**src/rtl/mdu_iter.sv**
```systemverilog
// mdu_iter: iterative RV32M multiply/divide unit (shift-add multiplier, restoring divider) with valid/ready handshake and flush
module mdu_iter #(
  parameter int XLEN = 32,
  parameter int CNTW = $clog2(XLEN) + 1
) (
  input  logic            clk,
  input  logic            rst,
  input  logic            flush,
  input  logic            in_valid,
  output logic            in_ready,
  input  logic [2:0]      funct3,
  input  logic [XLEN-1:0] rs1,
  input  logic [XLEN-1:0] rs2,
  output logic            out_valid,
  input  logic            out_ready,
  output logic [XLEN-1:0] result,
  output logic            busy
);
  typedef enum logic [1:0] {IDLE, CALC, DONE} state_t;
  state_t state;
  logic [CNTW-1:0] cnt;
  logic [2*XLEN-1:0] acc, acc_nx, prod;
  logic [XLEN-1:0] opb, abs_a, abs_b, quo, rem, fin, spec_res;
  logic [XLEN:0] sum, rsh, diff;
  logic [2:0] f3;
  logic neg, rneg, sgn_a, sgn_b, sa, sb, div0, ovf;
  always_comb begin
    sgn_a = funct3 inside {3'b001, 3'b010, 3'b100, 3'b110};
    sgn_b = funct3 inside {3'b001, 3'b100, 3'b110};
    sa = sgn_a & rs1[XLEN-1];
    sb = sgn_b & rs2[XLEN-1];
    abs_a = sa ? -rs1 : rs1;
    abs_b = sb ? -rs2 : rs2;
    div0 = funct3[2] && rs2 == '0;
    ovf = funct3[2] && !funct3[0] && rs1 == {1'b1, {(XLEN-1){1'b0}}} && rs2 == '1;
    spec_res = div0 ? (funct3[1] ? rs1 : '1) : (funct3[1] ? '0 : rs1);
    // acc holds {partial product high, multiplier} for multiply and {remainder, dividend/quotient} for divide
    sum = {1'b0, acc[2*XLEN-1:XLEN]} + {1'b0, acc[0] ? opb : {XLEN{1'b0}}};
    rsh = acc[2*XLEN-1:XLEN-1];
    diff = rsh - {1'b0, opb};
    acc_nx = f3[2] ? {diff[XLEN] ? rsh[XLEN-1:0] : diff[XLEN-1:0], acc[XLEN-2:0], ~diff[XLEN]}
                   : {sum, acc[XLEN-1:1]};
    prod = neg ? -acc_nx : acc_nx;
    quo = neg ? -acc_nx[XLEN-1:0] : acc_nx[XLEN-1:0];
    rem = rneg ? -acc_nx[2*XLEN-1:XLEN] : acc_nx[2*XLEN-1:XLEN];
    fin = f3[2] ? (f3[1] ? rem : quo) : (f3[1:0] == 2'b00 ? prod[XLEN-1:0] : prod[2*XLEN-1:XLEN]);
  end
  always_ff @(posedge clk) begin
    if (rst) begin
      state <= IDLE;
      cnt <= '0;
      acc <= '0;
      opb <= '0;
      f3 <= '0;
      neg <= 1'b0;
      rneg <= 1'b0;
      result <= '0;
      in_ready <= 1'b1;
      out_valid <= 1'b0;
      busy <= 1'b0;
    end else if (flush) begin
      state <= IDLE;
      cnt <= '0;
      in_ready <= 1'b1;
      out_valid <= 1'b0;
      busy <= 1'b0;
    end else begin
      case (state)
        IDLE: if (in_valid) begin
          f3 <= funct3;
          neg <= sa ^ sb;
          rneg <= sa;
          opb <= funct3[2] ? abs_b : abs_a;
          acc <= {{XLEN{1'b0}}, funct3[2] ? abs_a : abs_b};
          in_ready <= 1'b0;
          busy <= 1'b1;
          if (div0 || ovf) begin
            result <= spec_res;
            out_valid <= 1'b1;
            state <= DONE;
          end else begin
            cnt <= CNTW'(XLEN);
            state <= CALC;
          end
        end
        CALC: begin
          acc <= acc_nx;
          cnt <= cnt - 1'b1;
          if (cnt == CNTW'(1)) begin
            result <= fin;
            out_valid <= 1'b1;
            state <= DONE;
          end
        end
        DONE: if (out_ready) begin
          in_ready <= 1'b1;
          out_valid <= 1'b0;
          busy <= 1'b0;
          state <= IDLE;
        end
        default: state <= IDLE;
      endcase
    end
  end
endmodule

```
**config.mk**
```make
export PLATFORM = sky130hd
export DESIGN_NAME = mdu_iter
export DESIGN_NICKNAME = d
export VERILOG_FILES = /design/src/rtl/mdu_iter.sv
export SDC_FILE = /design/constraint.sdc
export NUM_CORES = 1
export LEC_CHECK = 0
export CAP_MARGIN = 0
export CORE_MARGIN = 2
export CORE_UTILIZATION = 43
export CTS_BUF_LIST = sky130_fd_sc_hd__clkbuf_8
export DETAILED_ROUTE_END_ITERATION = 12
export PLACE_DENSITY = 0.6
export SLEW_MARGIN = 20
export SYNTH_ARGS = -nofsm -noshare
export SYNTH_HDL_FRONTEND = slang
export SYNTH_SLANG_ARGS = --single-unit
```
**constraint.sdc**
```tcl
create_clock -name clk -period 6.85 [get_ports clk]
set_clock_uncertainty 0.1 [all_clocks]
set_input_delay 2.055 -clock clk [delete_from_list [all_inputs] [get_ports clk]]
set_output_delay 2.055 -clock clk [all_outputs]
set_load 0.01 [all_outputs]
```
==> run_results.csv <==
group,metric,value,unit
placed_design,gp_congestion,0.984,
global_routing,grt_pass1_wl,101000,um
routing,drc,0,
power_and_ir_drop,leakagePower,6.82,nW
setup_path,startpoint_type,"register",
timing,fmax,161,MHz
clocking,postCtsSetupRepairBufs,0,
placed_design,port_buffers,106,
floorplan,rows,71,
finish,regArea,2890,um2
global_routing,grt_max_degree,74,
synth,synth_ff_type,"dfxtp_1",
routing,drt_first_pass_iters,6,
finish,nets,2510,
clocking,root_buffer,"clkbuf_8",
synth,synth_edf_count,0,
timing,rsz0062_at_grt,"false",
finish,final_cell_mix,"nor2_1 (271), nand2_1 (246), a21oi_1 (205), o21ai_0 (165), dfxtp_1 (141)",
floorplan,die_area,39300,um2
synth,synthesis.area,16200,um2
timing,slew_headroom,0.262,
synth,ys_seq_area_frac,0.178,
global_routing,antenna_found_initial,1,
timing,hold_violations,0,
synth,ys_ff_latch,144,
finish,final_common_cell,"nor2_1",
setup_path,required,7.17,ns
synth,netlist_instances,2344,
global_routing,grt_overflow_total,0,
clocking,clk_latency,0.52,ns
synth,synth_area_per_cell,6.92,um2
power_and_ir_drop,p_per_area,147,nW/um2
routing,drtIter0Drc,2064,
status,outcome,"completed",
placed_design,place_hpwl,51100,um
floorplan,ios,107,
routing,vias,18000,
timing,period_share,0.908,
clocking,htree_levels,4,
finish,layout-drive-gt1-share,0.0568,
timing,drv_slew,0,
hold_path,hold_class,"register to register",
timing,tightest_slew,1.08,ns
synth,syn-num-nets,2489,
floorplan,die_w,198,um
clocking,hold_buffers,0,
global_routing,grt.total_usage,0.337,
setup_path,endpoint_kind,"register",
power_and_ir_drop,peakVddDrop,0.105,mV
clocking,cts_buffer_depth,2,
routing,routed_wl,66400,um
clocking,clk_pin_slew,0.11,ns
floorplan,core_region_area,37400,um2
setup_path,path_class,"register to register",
timing,min_period,6.22,ns
timing,fin_ws,0.629,ns
synth,yosysUniqueCellTypes,92,
finish,syn_to_final_growth,11.6,%
finish,diodes,0,
finish,fillers,3844,
floorplan,start_util,0.434,
clocking,cts_resized,0,
flow_run,maxCapViolations,0,
placed_design,preCtsSetupSlack,0.474,ns
setup_path,critPathMaxFanout,6,
clocking,clock_sinks,144,
routing,wl_per_cell,23.0,um
timing,tns,0,ns
floorplan,die_h,198,um
clocking,cts_buffers,17,
setup_path,worstPathArrival,6.54,ns
global_routing,grt_pass1_vias,16800,
clocking,cts_tree,"done",
timing,finalSetupViolations,0,
synth,yosys_warnings,0,
routing,vias_per_cell,6.25,
routing,ant_nets,0,
synth,synthArstFlopShare,0,
finish,multi_input_comb_area,12500,um2
==> per-stage QoR <==
step	instance area (um2)	hold WS [ns]	power (mW)	instances	util
after floorplan	16200	0.340	1.61	2344	-
after global placement	17700	0.348	1.95	2857	0.474
after detailed placement	17700	0.340	1.96	2857	0.474
after CTS	18100	0.353	2.64	2887	0.484
after global routing	18100	0.370	2.78	2887	0.484
final	18100	0.352	2.66	2887	0.484
==> Yosys cell counts, drive strengths merged, types with 25 or more instances <==
master    n  area (um2)
a211oi   55         428
nor3     74         390
nand4    32         206
or3      25         156
o21ai   183         920
inv      70         263
nand3    48         240
clkbuf  117         439
and2     40         250
ha       71         888
xnor2    98         858
nor2    275        1040
buf      37         175
mux2i    66         661
o211ai   71         533
a21oi   208        1050
xor2     93         815
dfxtp   144        2880
nand2b   29         181
a21o     33         248
nand2   246         923
a31oi    25         156
a22oi    30         225
==> critical path, stage by stage (launching register included) <==
cell and delay [ns]:
dfxtp_1 0.37, inv_1 0.08, ha_1 0.22, fa_1 0.41
nand2b_1 0.21, a21o_1 0.22, a2111o_1 0.45, a21oi_2 0.25
o21a_1 0.17, nor3_1 0.09, a21oi_1 0.21, ha_1 0.23
o21ai_1 0.09, or4_1 0.53, nor3_1 0.36, nand2b_1 0.21
nor3_1 0.37, o2111ai_1 0.16, buf_4 0.19, or2_1 0.25
o41ai_1 0.42, xor2_1 0.19, o21ai_0 0.09, a31oi_1 0.17
o21ai_1 0.08
==> sequential cells by signal (all words and copies together) (netlist names) <==
register / count
opb: 32
acc: 64
state: 2
f3: 3
neg: 1
rneg: 1
out_valid: 1
in_ready: 1
cnt: 6
busy: 1
result: 32
==> path summary, 6_finish.rpt <==
path,cells past startpoint,slack [ns],startpoint,to
setup reg to reg,24,0.63,acc[31]$_SDFFE_PP0P_,result[22]$_SDFFE_PP0P_
hold reg to reg,2,0.35,result[18]$_SDFFE_PP0P_,result[18]$_SDFFE_PP0P_
setup / recovery,24,0.63,acc[31]$_SDFFE_PP0P_,result[22]$_SDFFE_PP0P_
hold / removal,2,0.35,result[18]$_SDFFE_PP0P_,result[18]$_SDFFE_PP0P_
==> report_power, final <==
| group | total, mW | internal, mW | switching [mW] |
|---|---|---|---|
| Clock | 0.695 | 0.293 | 0.402 |
| Combinational | 1.04 | 0.374 | 0.671 |
| Sequential | 0.923 | 0.872 | 0.0507 |
==> layout make-up <==
| cell class | count | share of cell area |
|---|---|---|
| inverter | 71 | 0.0147 |
| multi-input combinational | 1975 | 0.692 |
| clock buffer | 18 | 0.0137 |
| tap | 511 | 0.0353 |
| sequential | 144 | 0.160 |
| timing repair buffer | 156 | 0.0789 |
| clock inverter | 12 | 0.00615 |
==> routing by layer <==
metal / vias to the layer above / routed length [um] / share of wire / GRT usage
met2: 853 / 28900 / 0.43 / 0.525
met1: 8483 / 29500 / 0.44 / 0.465
met3: 140 / 5190 / 0.078 / 0.0446
met4: 2 / 2840 / 0.043 / 0.143
met5: - / 18 / 0.00027 / 0
li1: 8557 / - / - / -
==> kinds of logic after synthesis <==
kind of cell / count (synthesis) / share of synthesized area
buf+inv: 225 / 0.0543
flops: 144 / 0.178
compound gates: 764 / 0.304
simple gates: 859 / 0.249
fa+ha+maj: 91 / 0.0683
xor+xnor: 191 / 0.103
mux: 70 / 0.0435
Note: power is estimated with default switching activity, not from simulation.
